===== config.mk =====
export PLATFORM = sky130hd
export DESIGN_NAME = fifo_stream_reader_flat
export DESIGN_NICKNAME = d
export VERILOG_FILES = /design/src/rtl/fifo_pkg.sv /design/src/rtl/fifo_stream_reader_if.sv /design/src/rtl/skid_buffer.sv /design/src/rtl/fifo_stream_reader.sv /design/src/flat_wrapper.sv
export SDC_FILE = /design/constraint.sdc
export NUM_CORES = 1
export LEC_CHECK = 0
export ABC_AREA = 1
export BUFFER_PORTS_ARGS = -buffer_cell sky130_fd_sc_hd__buf_2
export CAP_MARGIN = 20
export CORE_MARGIN = 5
export CORE_UTILIZATION = 55
export CTS_CLUSTER_SIZE = 25
export DETAILED_ROUTE_END_ITERATION = 12
export GPL_TIMING_DRIVEN = 0
export PLACE_DENSITY = 0.83
export SLEW_MARGIN = 20
export SYNTH_ARGS = -nofsm -noshare
export SYNTH_HDL_FRONTEND = slang
export SYNTH_HIERARCHICAL = 1
export SYNTH_SLANG_ARGS = --single-unit

===== constraint.sdc =====
create_clock -name clk -period 4.7 [get_ports clk]
set_input_delay 0.94 -clock clk [delete_from_list [all_inputs] [get_ports clk]]
set_output_delay 0.94 -clock clk [all_outputs]
set_load 0.005 [all_outputs]

===== src/rtl/fifo_pkg.sv =====
// Shared constants and helpers for the FIFO drain stage.
package fifo_pkg;

  localparam int DATA_WIDTH_DEF = 8;

`ifdef PIPELINE
  localparam int READ_LATENCY_DEF = 3;
`else
  localparam int READ_LATENCY_DEF = 1;
`endif

  // Number of bits needed to hold values 0..value-1 (0 for value <= 1).
  function automatic int clog2(input int value);
    int r;
    r = 0;
    while ((1 << r) < value) r++;
    return r;
  endfunction

endpackage


===== src/rtl/fifo_stream_reader_if.sv =====
// Bundle of FIFO-side and consumer-side signals of the drain stage.
//
// Handshake: a word moves on the consumer side at a rising edge where
// out_valid and out_ready are both 1. out_valid and out_data depend only
// on registered state; once out_valid is 1 it stays 1 with stable out_data
// until that word is accepted. On the FIFO side, fifo_read is a one-clock
// read request honoured at every edge where it is 1; fifo_read_data carries
// the requested word READ_LATENCY clocks later.
interface fifo_stream_reader_if
  import fifo_pkg::*;
#(
  parameter int DATA_WIDTH   = DATA_WIDTH_DEF,
  parameter int READ_LATENCY = READ_LATENCY_DEF
) ();

  localparam int OCC_W = clog2(READ_LATENCY + 2);

  logic                  fifo_read;
  logic [DATA_WIDTH-1:0] fifo_read_data;
  logic                  fifo_empty;
  logic                  out_valid;
  logic [DATA_WIDTH-1:0] out_data;
  logic                  out_ready;
  logic [OCC_W-1:0]      occupancy;

  // Drain-stage side.
  modport master (
    output fifo_read,
    input  fifo_read_data,
    input  fifo_empty,
    output out_valid,
    output out_data,
    input  out_ready,
    output occupancy
  );

  // Environment side (FIFO plus consumer).
  modport slave (
    input  fifo_read,
    output fifo_read_data,
    output fifo_empty,
    input  out_valid,
    input  out_data,
    output out_ready,
    input  occupancy
  );

endinterface


===== src/rtl/skid_buffer.sv =====
// Circular buffer that absorbs words already requested from the FIFO.
// DEPTH need not be a power of two; pointers wrap explicitly.
module skid_buffer
  import fifo_pkg::*;
#(
  parameter int DATA_WIDTH = 8,
  parameter int DEPTH      = 2
) (
  input  logic                        clk,
  input  logic                        reset,
  input  logic                        capture,
  input  logic [DATA_WIDTH-1:0]       cap_data,
  input  logic                        pop,
  output logic                        valid,
  output logic [DATA_WIDTH-1:0]       data,
  output logic [clog2(DEPTH+1)-1:0]   count
);

  localparam int PTR_W = clog2(DEPTH);
  localparam int CNT_W = clog2(DEPTH + 1);

  logic [DATA_WIDTH-1:0] mem [DEPTH];
  logic [PTR_W-1:0]      wr_ptr;
  logic [PTR_W-1:0]      rd_ptr;

  function automatic logic [PTR_W-1:0] wrap_inc(input logic [PTR_W-1:0] p);
    return (p == PTR_W'(DEPTH - 1)) ? '0 : p + PTR_W'(1);
  endfunction

  // Write on capture, advance read side on pop, keep the fill count.
  always_ff @(posedge clk) begin
    if (reset) begin
      wr_ptr <= '0;
      rd_ptr <= '0;
      count  <= '0;
      for (int i = 0; i < DEPTH; i++) mem[i] <= '0;
    end else begin
      if (capture) begin
        mem[wr_ptr] <= cap_data;
        wr_ptr      <= wrap_inc(wr_ptr);
      end
      if (pop) rd_ptr <= wrap_inc(rd_ptr);
      count <= count + CNT_W'(capture) - CNT_W'(pop);
    end
  end

  assign valid = (count != '0);
  assign data  = mem[rd_ptr];

endmodule


===== src/rtl/fifo_stream_reader.sv =====
// Drain stage: issues FIFO reads, tracks reads still in the RAM pipeline
// and lands returning words in a skid buffer sized so none are dropped.
module fifo_stream_reader
  import fifo_pkg::*;
#(
  parameter int DATA_WIDTH   = DATA_WIDTH_DEF,
  parameter int READ_LATENCY = READ_LATENCY_DEF
) (
  input  logic                 clk,
  input  logic                 reset,
  fifo_stream_reader_if.master bus
);

  localparam int BUF_DEPTH = READ_LATENCY + 1;
  localparam int CNT_W     = clog2(BUF_DEPTH + 1);

  logic [READ_LATENCY-1:0] rd_pipe;
  logic [CNT_W-1:0]        count;
  logic [CNT_W-1:0]        inflight;
  logic [CNT_W:0]          demand;
  logic                    read;
  logic                    pop;
  logic                    capture;
  logic                    valid;
  logic [DATA_WIDTH-1:0]   data;

  // Count requests issued but whose data has not yet been captured.
  always_comb begin
    inflight = '0;
    for (int i = 0; i < READ_LATENCY; i++) inflight = inflight + CNT_W'(rd_pipe[i]);
  end

  // A slot freed by this cycle's pop can be claimed by a read this cycle.
  assign pop    = valid & bus.out_ready;
  assign demand = {1'b0, count} + {1'b0, inflight} - (CNT_W + 1)'(pop);
  assign read   = !reset && !bus.fifo_empty && (demand < (CNT_W + 1)'(BUF_DEPTH));

  // Shift a marker alongside each read so capture lines up with RAM data.
  always_ff @(posedge clk) begin
    if (reset) rd_pipe <= '0;
    else       rd_pipe <= (rd_pipe << 1) | READ_LATENCY'(read);
  end

  assign capture = rd_pipe[READ_LATENCY-1];

  skid_buffer #(
    .DATA_WIDTH (DATA_WIDTH),
    .DEPTH      (BUF_DEPTH)
  ) u_skid (
    .clk      (clk),
    .reset    (reset),
    .capture  (capture),
    .cap_data (bus.fifo_read_data),
    .pop      (pop),
    .valid    (valid),
    .data     (data),
    .count    (count)
  );

  assign bus.fifo_read = read;
  assign bus.out_valid = valid;
  assign bus.out_data  = data;
  assign bus.occupancy = count;

endmodule

===== src/flat_wrapper.sv =====
// flat-port wrapper written by rule: the top's interface ports become plain ports
module fifo_stream_reader_flat import fifo_pkg::*;
#(
  parameter int DATA_WIDTH   = DATA_WIDTH_DEF,
  parameter int READ_LATENCY = READ_LATENCY_DEF
)
  (clk, reset, bus_fifo_read, bus_fifo_read_data, bus_fifo_empty, bus_out_valid, bus_out_data, bus_out_ready, bus_occupancy);
  fifo_stream_reader_if #(.DATA_WIDTH(DATA_WIDTH), .READ_LATENCY(READ_LATENCY)) bus_i ();
  input  logic clk;
  input  logic reset;
  output wire logic [$bits(bus_i.fifo_read)-1:0] bus_fifo_read;
  input wire logic [$bits(bus_i.fifo_read_data)-1:0] bus_fifo_read_data;
  input wire logic [$bits(bus_i.fifo_empty)-1:0] bus_fifo_empty;
  output wire logic [$bits(bus_i.out_valid)-1:0] bus_out_valid;
  output wire logic [$bits(bus_i.out_data)-1:0] bus_out_data;
  input wire logic [$bits(bus_i.out_ready)-1:0] bus_out_ready;
  output wire logic [$bits(bus_i.occupancy)-1:0] bus_occupancy;
  assign bus_fifo_read = bus_i.fifo_read;
  assign bus_i.fifo_read_data = bus_fifo_read_data;
  assign bus_i.fifo_empty = bus_fifo_empty;
  assign bus_out_valid = bus_i.out_valid;
  assign bus_out_data = bus_i.out_data;
  assign bus_i.out_ready = bus_out_ready;
  assign bus_occupancy = bus_i.occupancy;
  fifo_stream_reader #(.DATA_WIDTH(DATA_WIDTH), .READ_LATENCY(READ_LATENCY)) u_core (.clk(clk), .reset(reset), .bus(bus_i));
endmodule

Yosys cells after proc, flatten, opt, wreduce, memory -nomap -nowiden
Memory sizes are Yosys's and may differ from the RTL's. A register that Yosys moved wholly into a read port is not among the register bits.
Index checks and enable logic that the tools add are counted.
Word-level totals
  register bits after elaboration: 5
  memory bits (writable): 16
  bits of input ports: 12
  output and inout bits: 12
  word-level logic and storage cells: 31
  memories: 1
Cells by class
  add/subtract/negate cells: 6
  $lt $le $gt $ge: 1
  muxes and demuxes: 12
  bitwise gates (word level): 1
  reductions and logical operators: 6
Memory list
  u_core.u_skid.mem: words 2, bits a word 8, read ports 1, clocked after Yosys merged registers in 1, wr ports 2, RTL line skid_buffer.sv:22  | logic [DATA_WIDTH-1:0] mem [DEPTH];
Operators with widths (count)
  2-to-1 mux 1 bit: 11
  2-to-1 mux 8 bit: 1
  OR reduction 8 bit: 1
  adder 2 x 1 -> 3 bit: 1
  less-than comparator 3 x 2 -> 1 bit (second input constant): 1
  subtractor 3 x 1 -> 3 bit: 1
  adder 1 bit (second input constant): 2
  adder 2 x 1 -> 2 bit: 1
  logical AND 1 bit: 2
  logical NOT 1 bit: 2
  nonzero test 2 bit: 1
  subtractor 2 x 1 -> 2 bit: 1
  bitwise AND 1 bit: 1

Longest topological paths before layout
  depth in word-level cells: 5
  gate-level depth with buffers: 12
  mapped depth without buffers: 12

Modules after synthesis
Netlist, hierarchy kept.
By module, submodules not included
  skid_buffer: instances 1, cells an instance 81, area each 940.9 µm², seq. area each 580.6 µm²
  fifo_stream_reader: instances 1, cells an instance 18, area each 110.1 µm², seq. area each 20.0 µm²

Worst setup path before layout
OpenSTA, ideal clock, no wires.
  kind: input to output
  from: in bus_out_ready
  to: out bus_fifo_read
  arrival: 2.099 ns
  required time: 3.760 ns
  setup slack: 1.661 ns
  cell stages on the path: 8
  buffers on the path: 0
  cell sequence: nand2_1 > inv_1 > ha_1 > inv_1 > nand2_1 > fa_1 > nand3_1 > nor2_1
On the way
  longest elaborated chain between the ends: 4
RTL lines
  from (decl): RTL line flat_wrapper.sv:16  | input wire logic [$bits(bus_i.out_ready)-1:0] bus_out_ready;
  bitwise AND 1 bit: RTL line fifo_stream_reader.sv:34  | assign pop = valid & bus.out_ready;
  via u_core.pop: RTL line fifo_stream_reader.sv:22  | logic pop;
  subtractor 3 x 1 -> 3 bit: RTL line fifo_stream_reader.sv:35  | assign demand = {1'b0, count} + {1'b0, inflight} - (CNT_W + 1)'(pop);
  less-than comparator 3 x 2 -> 1 bit: RTL line fifo_stream_reader.sv:36  | assign read = !reset && !bus.fifo_empty && (demand < (CNT_W + 1)'(BUF_DEPTH));
  logical AND 1 bit: RTL line fifo_stream_reader.sv:36
  to (decl): RTL line flat_wrapper.sv:11  | output wire logic [$bits(bus_i.fifo_read)-1:0] bus_fifo_read;
The timed path passes the listed nets, and every way through them passes these cells.

Worst setup path after layout
Ends and elaborated chain as after synthesis.

==> metrics.md <==
| Metric | Value |
|---|---|
| Root Driver | `clkbuf_4` |
| Routed vias/inst | `approximately 4.6` |
| Crit path required time | `3760 ps` |
| Vias in the first global route | `approximately 700` |
| Max Buffers Root-to-Sink | `2` |
| CTS tree | `built` |
| YS warnings | `6` |
| Lkg Pwr | `~0.00063 uW` |
| WP data arrival | `2340 ps` |
| Post-route DRC | `0` |
| Setup violators final | `0` |
| CP Capture Type | `primary output` |
| Post-Syn Nets | `115` |
| Hold Path Class | `reg2reg` |
| First-pass GRT wire length | `2953 um` |
| Pins over their slew limit | `0` |
| GRT Residual Overflow | `0` |
| Fin Clk Skew | `8.401 ps` |
| CP Class | `in2out` |
| Number of CTS-inserted buffers | `3` |
| Die Wd | `about 54 um` |
| I/O Pins | `24` |
| Initial antenna violation count | `0` |
| GRT Util Overall | `14.23%` |
| Worst path cell trace | `buf_2, nand2_1, inv_1, ha_1, inv_1, nand2_1, fa_1, nand3_1, nor2_1, buf_2` |
| Rows | `15` |
| Min Hold Slack | `525.9 ps` |
| Clk slew on worst S/H paths | `~110 ps` |
| Layout fillers | `roughly 140` |
| Pwr Total | `596.0 uW` |
| RSZ-0062 raised after global routing | `false` |
| Fmax | `305.3 MHz` |
| Post-synthesis cell area | `1051 um2` |
| Hpwl dp | `1303 um` |
| Core box area | `roughly 1800 um2` |
| Setup Buffers After CTS | `0` |
| Post-route ant nets | `0` |
| Clk_lat worst skew | `about 300 ps` |
| RePlAce Congestion | `0.7461` |
| Area occupied by multi-input gates | `356.6 um2` |
| Max stage delay on crit path | `480 ps` |
| Period minus WS final | `approximately 3300 ps` |
| Layout Nets | `143` |
| Crit-path max FO | `3` |
| Synth unique cells | `16` |
| Ant diodes | `0` |
| Setup TNS | `0 ps` |
| Family with the most delay on the worst path | `adder cells` |
| Final core occ | `69.93%` |
| Pwr dens | `483.1 nW/um2` |
| Routed WL | `~1700 um` |
| Worst-case vdd ir drop | `369.1 uV` |
| Post-synthesis sequential area ratio | `57.14%` |
| Hold buffer count at CTS | `0` |
| Drt first-iter violations | `12` |
| CP Launch Type | `primary input` |
| Post-Syn Instances | `between 90 and 100` |
| Seq. cell area | `600.6 um2` |
| Crit-path slowest cell | `fa_1` |
| Hold Vio Cnt, Final | `0` |
| Die H | `53.72 um` |
| Post-cts gate resize count | `0` |
| Least-Margin Pin Slew | `393.0 ps` |
| Max_slew headroom | `73.74%` |
| CTS H-tree depth | `1` |
| Crit share post-route | `69.68%` |
| Full die area | `2885 um2` |
| Vias | `around 700` |
| WL per Instance | `11.50 um` |
| Largest net degree at the start of global routing | `13` |
| Share of cells above drive strength 1 | `31.75%` |
| Syn-to-layout area delta | `17.38%` |
| IO buf count | `23` |
| First-pass DRT Iterations | `3` |
| Initial cell density of the core | `59.57%` |
| Syn Area/Cell | `around 11 um2` |
| Seq cells post-synth | `22` |
| Status | `completed` |
| Max Cap Violations | `0` |
| CTS Sinks | `22` |
| Worst Path Buf+Inv | `4` |
-- routing by layer --
layer | track usage, % | vias up | part of all wire [%]
met5 | 0 | - | 0
met4 | 5.106 | 0 | 0
met3 | 4.155 | 0 | 5.4
met2 | 23.99 | 12 | 52
met1 | 17.11 | 325 | 42
li1 | - | 362 | -
-- synth_stat cells, drive strengths merged --
cell type,instances,share of area [%]
mux2,8,11
buf,1,1.1
dfxtp,6,11
fa,1,1.9
xnor2,1,0.83
a21oi,1,0.48
edfxtp,16,46
inv,22,7.9
nand3,4,2.4
ha,3,3.6
nand2,13,4.9
nor2,23,8.5
-- power breakdown --
| group | switching [uW] | internal (uW) | leakage [uW] |
|---|---|---|---|
| registers | 24.7 | 248 | 0.000215 |
| logic | 112 | 112 | 0.000389 |
| clock network | 51.9 | 47.2 | 0.0000210 |
| total | 189 | 407 | 0.000625 |
-- metrics by stage --
step / cell area, um2 / instances / worst slack (ps)
finish: 1234 / 151 / 1425
global route: 1234 / 151 / 1268
CTS: 1234 / 151 / 1415
detailed placement: 1197 / 147 / 1420
global placement: 1197 / 147 / 1449
floorplan: 1051 / 99 / 1661
-- registers in the layout, indices dropped and copies added, names as in the netlist, named ones only --
| register | flops |
|---|---|
| u_core/u_skid/count | 2 |
| u_core/u_skid/mem | 16 |
| u_core/capture | 1 |
| u_core/u_skid/rd_ptr | 1 |
| u_core/u_skid/wr_ptr | 1 |
-- final timing paths --
| kind | slack [ps] | start | depth (start not counted) | endpoint |
|---|---|---|---|---|
| worst max-delay path | 1420 | bus_out_ready | 10 | bus_fifo_read |
| worst min-delay path | 530 | u_core/u_skid/wr_ptr | 2 | u_core/u_skid/wr_ptr |
| worst max register to register | 2830 | u_core/u_skid/count[1] | 10 | u_core/capture |
| worst min register to register | 530 | u_core/u_skid/wr_ptr | 2 | u_core/u_skid/wr_ptr |
-- worst register-to-register path: stages (launching register included) --
cell and delay, ps:
dfxtp_1 460, inv_1 90, nand2_1 90, nand2_1 50
inv_1 100, ha_1 240, inv_1 50, nand2_1 60
fa_1 480, nand3_1 90, nor2_1 110
-- layout make-up --
type | instances | share of cell area [%]
Buffer | 1 | 0.9128
Clock buffer | 4 | 2.941
Inverter | 22 | 6.694
Multi-Input combinational cell | 54 | 28.90
Sequential cell | 22 | 48.68
Tap cell | 25 | 2.536
Timing Repair Buffer | 23 | 9.331
-- kinds of logic (layout without fill, tap and decap cells) --
logic type,count (synthesis),in the layout,synth area share (%)
muxes,8,8,11.43
and+or+nand+nor,40,40,15.71
adders and majority gates,4,4,5.477
buffers and inverters,23,50,8.929
DFF,22,22,57.14
AOI/OAI and AO/OA,1,1,0.4757
xor gates and xnor gates,1,1,0.8335
-- cell usage in the layout, fill, tap and decap left out, drive strengths merged --
cell / instances
nand2: 13
dfxtp: 6
xnor2: 1
inv: 22
nand3: 4
fa: 1
ha: 3
a21oi: 1
nor2: 23
edfxtp: 16
mux2: 8
buf: 24
clkbuf: 4
(Power assumes the default switching activity.)
